**config.mk**
```make
export PLATFORM = sky130hd
export DESIGN_NAME = wb_arbiter
export DESIGN_NICKNAME = d
export VERILOG_FILES = /design/src/rtl/wb_arbiter.sv
export SDC_FILE = /design/constraint.sdc
export NUM_CORES = 1
export LEC_CHECK = 0
export CAP_MARGIN = 20
export CORE_AREA = 2 2 141 143
export CTS_BUF_LIST = sky130_fd_sc_hd__clkbuf_16
export DETAILED_ROUTE_END_ITERATION = 10
export DIE_AREA = 0 0 143 145
export GPL_TIMING_DRIVEN = 0
export PLACE_DENSITY = 0.62
export SLEW_MARGIN = 15
export SYNTH_ARGS = -nofsm -noshare
export SYNTH_HDL_FRONTEND = slang
export SYNTH_SLANG_ARGS = --single-unit
```
**constraint.sdc**
```tcl
create_clock -name clk -period 6.4 [get_ports clk]
set_clock_uncertainty 0.1 [all_clocks]
set_input_delay 0.96 -clock clk [delete_from_list [all_inputs] [get_ports clk]]
set_output_delay 0.96 -clock clk [all_outputs]
set_load 0.02 [all_outputs]
```
**src/rtl/wb_arbiter.sv**
```systemverilog
// -----------------------------------------------------------------------------
// wb_arbiter
//   Shares one registered writeback/bypass slot among three execution units
//   (MUL=0, DIV=1, LSU=2). Each unit owns a one-entry result buffer. Occupied
//   buffers are arbitrated round-robin, and the winner's entry is registered
//   onto WB_* on the following edge.
//
// Ports
//   clk                      single clock, rising edge
//   rst                      asynchronous, active-high reset
//   flush                    synchronous pipeline flush; drops all buffered work
//   <U>_vld / <U>_PR / <U>_data   requester result (held until accepted)
//   <U>_rdy                  arbiter accepts this cycle (combinational)
//   WB_vld / WB_PR / WB_data registered writeback slot; zeros when invalid
//   pending                  any requester buffer occupied (combinational)
// -----------------------------------------------------------------------------
module wb_arbiter (
    input  logic        clk,
    input  logic        rst,
    input  logic        flush,
    input  logic        MUL_vld,
    input  logic [5:0]  MUL_PR,
    input  logic [31:0] MUL_data,
    input  logic        DIV_vld,
    input  logic [5:0]  DIV_PR,
    input  logic [31:0] DIV_data,
    input  logic        LSU_vld,
    input  logic [5:0]  LSU_PR,
    input  logic [31:0] LSU_data,
    output logic        MUL_rdy,
    output logic        DIV_rdy,
    output logic        LSU_rdy,
    output logic        WB_vld,
    output logic [5:0]  WB_PR,
    output logic [31:0] WB_data,
    output logic        pending
);

    // Round-robin pick: search order starts at ptr and wraps modulo 3.
    // ptr never holds 3; that encoding falls back to the ptr=0 order.
    function automatic logic [2:0] rr_grant(input logic [2:0] req, input logic [1:0] ptr);
        logic [2:0] g;
        g = 3'b000;
        case (ptr)
            2'd1: begin
                if (req[1])      g = 3'b010;
                else if (req[2]) g = 3'b100;
                else if (req[0]) g = 3'b001;
                else             g = 3'b000;
            end
            2'd2: begin
                if (req[2])      g = 3'b100;
                else if (req[0]) g = 3'b001;
                else if (req[1]) g = 3'b010;
                else             g = 3'b000;
            end
            default: begin
                if (req[0])      g = 3'b001;
                else if (req[1]) g = 3'b010;
                else if (req[2]) g = 3'b100;
                else             g = 3'b000;
            end
        endcase
        return g;
    endfunction

    logic [2:0]  req_vld_s;
    logic [5:0]  req_pr_s   [3];
    logic [31:0] req_data_s [3];

    logic [2:0]  bvld_r;
    logic [5:0]  bpr_r   [3];
    logic [31:0] bdata_r [3];
    logic [1:0]  ptr_r;

    logic [2:0]  grant_s;
    logic [1:0]  gidx_s;
    logic [1:0]  ptr_next_s;
    logic [2:0]  rdy_s;
    logic [2:0]  load_s;

    logic        wb_vld_r;
    logic [5:0]  wb_pr_r;
    logic [31:0] wb_data_r;

    assign req_vld_s     = {LSU_vld, DIV_vld, MUL_vld};
    assign req_pr_s[0]   = MUL_PR;
    assign req_pr_s[1]   = DIV_PR;
    assign req_pr_s[2]   = LSU_PR;
    assign req_data_s[0] = MUL_data;
    assign req_data_s[1] = DIV_data;
    assign req_data_s[2] = LSU_data;

    // Grant selection, winner index and the pointer value that follows it.
    always_comb begin
        grant_s    = rr_grant(bvld_r, ptr_r);
        gidx_s     = 2'd0;
        ptr_next_s = ptr_r;
        case (grant_s)
            3'b001: begin gidx_s = 2'd0; ptr_next_s = 2'd1; end
            3'b010: begin gidx_s = 2'd1; ptr_next_s = 2'd2; end
            3'b100: begin gidx_s = 2'd2; ptr_next_s = 2'd0; end
            default: begin gidx_s = 2'd0; ptr_next_s = ptr_r; end
        endcase
    end

    // Ready and buffer-load decode. A buffer being drained this cycle can take
    // a new entry on the same edge; PR 0 is accepted but never buffered.
    always_comb begin
        rdy_s  = {3{~flush}} & (~bvld_r | grant_s);
        load_s = 3'b000;
        for (int i = 0; i < 3; i++) begin
            load_s[i] = req_vld_s[i] & rdy_s[i] & (req_pr_s[i] != 6'd0);
        end
    end

    // Per-requester result buffers; a same-edge reload wins over the drain.
    always_ff @(posedge clk or posedge rst) begin
        if (rst) begin
            bvld_r <= 3'b000;
            for (int i = 0; i < 3; i++) begin
                bpr_r[i]   <= 6'd0;
                bdata_r[i] <= 32'd0;
            end
        end else if (flush) begin
            bvld_r <= 3'b000;
        end else begin
            for (int i = 0; i < 3; i++) begin
                if (load_s[i]) begin
                    bvld_r[i]  <= 1'b1;
                    bpr_r[i]   <= req_pr_s[i];
                    bdata_r[i] <= req_data_s[i];
                end else if (grant_s[i]) begin
                    bvld_r[i]  <= 1'b0;
                end else begin
                    bvld_r[i]  <= bvld_r[i];
                end
            end
        end
    end

    // Round-robin pointer: advances past the winner, holds when idle.
    always_ff @(posedge clk or posedge rst) begin
        if (rst) begin
            ptr_r <= 2'd0;
        end else if (flush) begin
            ptr_r <= 2'd0;
        end else begin
            ptr_r <= ptr_next_s;
        end
    end

    // Writeback output register; driven to zero whenever no result is granted
    // so bypass consumers never see stale PR/data.
    always_ff @(posedge clk or posedge rst) begin
        if (rst) begin
            wb_vld_r  <= 1'b0;
            wb_pr_r   <= 6'd0;
            wb_data_r <= 32'd0;
        end else if (flush) begin
            wb_vld_r  <= 1'b0;
            wb_pr_r   <= 6'd0;
            wb_data_r <= 32'd0;
        end else if (grant_s != 3'b000) begin
            wb_vld_r  <= 1'b1;
            wb_pr_r   <= bpr_r[gidx_s];
            wb_data_r <= bdata_r[gidx_s];
        end else begin
            wb_vld_r  <= 1'b0;
            wb_pr_r   <= 6'd0;
            wb_data_r <= 32'd0;
        end
    end

    assign MUL_rdy = rdy_s[0];
    assign DIV_rdy = rdy_s[1];
    assign LSU_rdy = rdy_s[2];
    assign WB_vld  = wb_vld_r;
    assign WB_PR   = wb_pr_r;
    assign WB_data = wb_data_r;
    assign pending = |bvld_r;

endmodule
```
==> results.cfg <==
[drt]
drcViolationCount = 0
vias = 4711
dr.pass1.iters = 6
viasPerCell = 4.86
drtAntennaViolNets = 0
wl_per_cell_um = 17.9
drt_iter0_markers = 176
routed_wl_um = 17400

[critical_path]
critPathKind = register to primary output
cp.required_ns = 5.34
critical_path.endpoint_type = primary output
crit_fanout = 6
crit_path_top_delay_cell = clkdlybuf4s50_1
critPathLaunchType = register
path_cells = inv_1 -> ha_1 -> nor2b_2 -> nor2_1 -> o211ai_1 -> and2_1 -> clkdlybuf4s50_1
r2r_slack_ns = 3.45
critPathMaxStageDelay_ns = 0.64
crit_arrival_ns = 2.66

[sta]
slew_violations = 0
setup_viol = 0
fmaxAchievable_mhz = 268
slew_headroom_pct = 62.3
fin_ws_ns = 2.68
worst_pin_slew_ns = 0.565
period_share_pct = 58.2
rsz0062_at_grt = no
finalCriticalPeriod_ns = 3.72
hold_viol = 0

[yosys]
ys_types = 44
synth_compound_area_share_pct = 8.74
synthesis.area_um2 = 6610
synth-simple-area-share_pct = 7.36
synth_edf_count = 0
async_flop_share_pct = 100
synthFlopType = dfrtp_1
synth_xor_xnor_area_share_pct = 0
ys_ff_latch = 158
postSynthCellCount = 509
synth_fp_nets = 631
synthMuxAreaShare_pct = 20.0
synth_top_family_by_area = multiplexers
synth-adder-area-share_pct = 0.378
ys_warn_count = 0
yosysSeqAreaShare_pct = 59.8
syn_avg_cell_area_um2 = 13.0

[floorplanning]
io_pins = 163
die_y_um = 145
die_x_um = 143
core_um2 = 19200
row_count = 51
die-area_um2 = 20700
initial_core_util_pct = 34.4

[clocking]
numCtsBuffers = 17
cts_resized = 0
root_buffer = clkbuf_16
cts.sinks = 158
clock_latency_ns = 0.43
post-cts-setup-buffers = 0
cts.clk_slew.worst_paths_ns = 0.07
cts_tree = built
cts_hold_buffers = 0
cts_buffer_depth = 2
cts_htree_levels = 4

[cells_and_area]
final_util_pct = 48.0
n_fill_cell = 1705
layout.cells.non_filler = 969
nets = 813
drive_above_1_share_pct = 24.0
antenna_cells = 0
area_growth_pct = 39.3

[place]
io_buffers = 162
gp_congestion = 0.782
dp_slack_ns = 2.80
dpl.cell_count = 937
hpwlAfterDp_um = 12400

[run]
drv_cap = 0

[global_route]
grt_overflow_total = 0
antenna_found_initial = 1
grt_util_all_layers_pct = 17.4
grt_pass1_wl_um = 27600
grt_max_degree = 107
grt_pass1_vias = 5203

[power_and_ir_drop]
cellLeakagePower_nw = 3.90
power_density_nw_per_um2 = 337
swShare_pct = 28.7
combPwrFrac_pct = 23.5
sequentialPowerShare_pct = 42.2
p_int_mw = 2.21
pwr-share-clk_pct = 34.2
ir_worst_vdd_v = 0.000170
p_sw_mw = 0.891

[hold_path]
hold_path.class = register to register

[run_status]
status = complete, no violations
## layer usage
metal	vias to the layer above	wire length, um	GRT usage (%)
met5	-	13	0
li1	2163	-	-
met4	2	463	6.58
met3	30	824	4.36
met2	154	8380	28.2
met1	2362	7670	22.4
## registers in the layout (all words and copies together) (netlist names)
| register | cells |
|---|---|
| WB_data | 32 |
| bvld_r | 3 |
| bdata_r | 96 |
| WB_vld | 1 |
| bpr_r | 18 |
| WB_PR | 6 |
| ptr_r | 2 |
## cells in the final DEF, fill, tap and decap left out, types with 2 or more instances in the layout
cell type | Yosys | layout
clkdlybuf4s50_1 | 0 | 162
dfrtp_1 | 158 | 158
mux2_2 | 87 | 87
nand2_1 | 80 | 80
o21ai_0 | 42 | 42
a31oi_1 | 38 | 38
mux2_4 | 17 | 17
clkbuf_16 | 0 | 17
clkbuf_1 | 12 | 12
buf_4 | 8 | 8
buf_2 | 8 | 8
mux2_1 | 8 | 8
inv_6 | 0 | 5
inv_1 | 5 | 4
buf_6 | 4 | 4
nor2_1 | 3 | 3
nand2b_1 | 3 | 3
a21oi_1 | 3 | 3
bufinv_16 | 0 | 3
clkinvlp_4 | 0 | 3
nor4_1 | 2 | 2
and2_1 | 2 | 2
inv_8 | 0 | 2
nand3_1 | 2 | 2
ha_1 | 2 | 2
## power groups by stage
stage	Clock [mW]	Sequential [mW]	Combinational [mW]
after global routing	1.12	1.34	0.795
final	1.06	1.31	0.730
after floorplan	0	1.36	0.386
after CTS	1.08	1.31	0.742
after global placement	0	1.32	0.718
after detailed placement	0	1.33	0.739
## critical path: cells and delay by family (launching register included)
| kind | cells | cell delay (ns) |
|---|---|---|
| buffers and inverters | 2 | 0.73 |
| and+or+nand+nor | 3 | 0.52 |
| DFF | 1 | 0.39 |
| AOI/OAI and AO/OA | 1 | 0.33 |
| adders and majority gates | 1 | 0.27 |
## kinds of logic after synthesis
group,count (synthesis)
multiplexers,112
adder cells (fa/ha/maj),2
buffers and inverters,39
flip-flops,158
AO/OA/AOI/OAI,93
AND/OR/NAND/NOR,105
## stage by stage
step | hold WS (ns) | power [mW] | setup TNS, ns | instance area (um2)
after detailed placement | 0.379 | 2.07 | 0 | 8600
after floorplan | 0.353 | 1.74 | 0 | 6610
after global routing | 0.414 | 3.25 | 0 | 9210
after CTS | 0.388 | 3.14 | 0 | 9210
final | 0.391 | 3.10 | 0 | 9210
after global placement | 0.365 | 2.04 | -136.57 | 8570
## Yosys cell counts (2+ instances only)
cell type / n / area [um2]
dfrtp_1: 158 / 3950
o21ai_0: 42 / 210
mux2_2: 87 / 980
mux2_1: 8 / 90.1
ha_1: 2 / 25.0
buf_6: 4 / 45.0
buf_2: 8 / 40.0
inv_1: 5 / 18.8
a31oi_1: 38 / 238
and2_1: 2 / 12.5
nor2_1: 3 / 11.3
nand2_1: 80 / 300
buf_4: 8 / 60.1
mux2_4: 17 / 255
a21oi_1: 3 / 15.0
nor4_1: 2 / 12.5
nand3_1: 2 / 10.0
nand2b_1: 3 / 18.8
clkbuf_1: 12 / 45.0
## final cells by class
type / instances / area, um2 / area share, %
Timing Repair Buffer: 163 / 1650 / 17.9
Clock inverter: 15 / 185 / 2.01
Buffer: 34 / 225 / 2.44
Sequential cell: 158 / 3950 / 42.9
Multi-Input combinational cell: 312 / 2410 / 26.2
Inverter: 5 / 26.3 / 0.285
Tap cell: 265 / 332 / 3.60
Clock buffer: 17 / 425 / 4.62
## worst paths after layout
kind	cells past startpoint	to	start
setup / recovery	7	DIV_rdy	ptr_r[0]
hold / removal	1	bpr_r[2]	bpr_r[2]
setup reg to reg	9	WB_PR[4]	ptr_r[0]
hold reg to reg	1	bpr_r[2]	bpr_r[2]
max in group asynchronous	3	bvld_r[0]	rst
min in group asynchronous	2	WB_data[8]	rst
(Power assumes the default switching activity.)
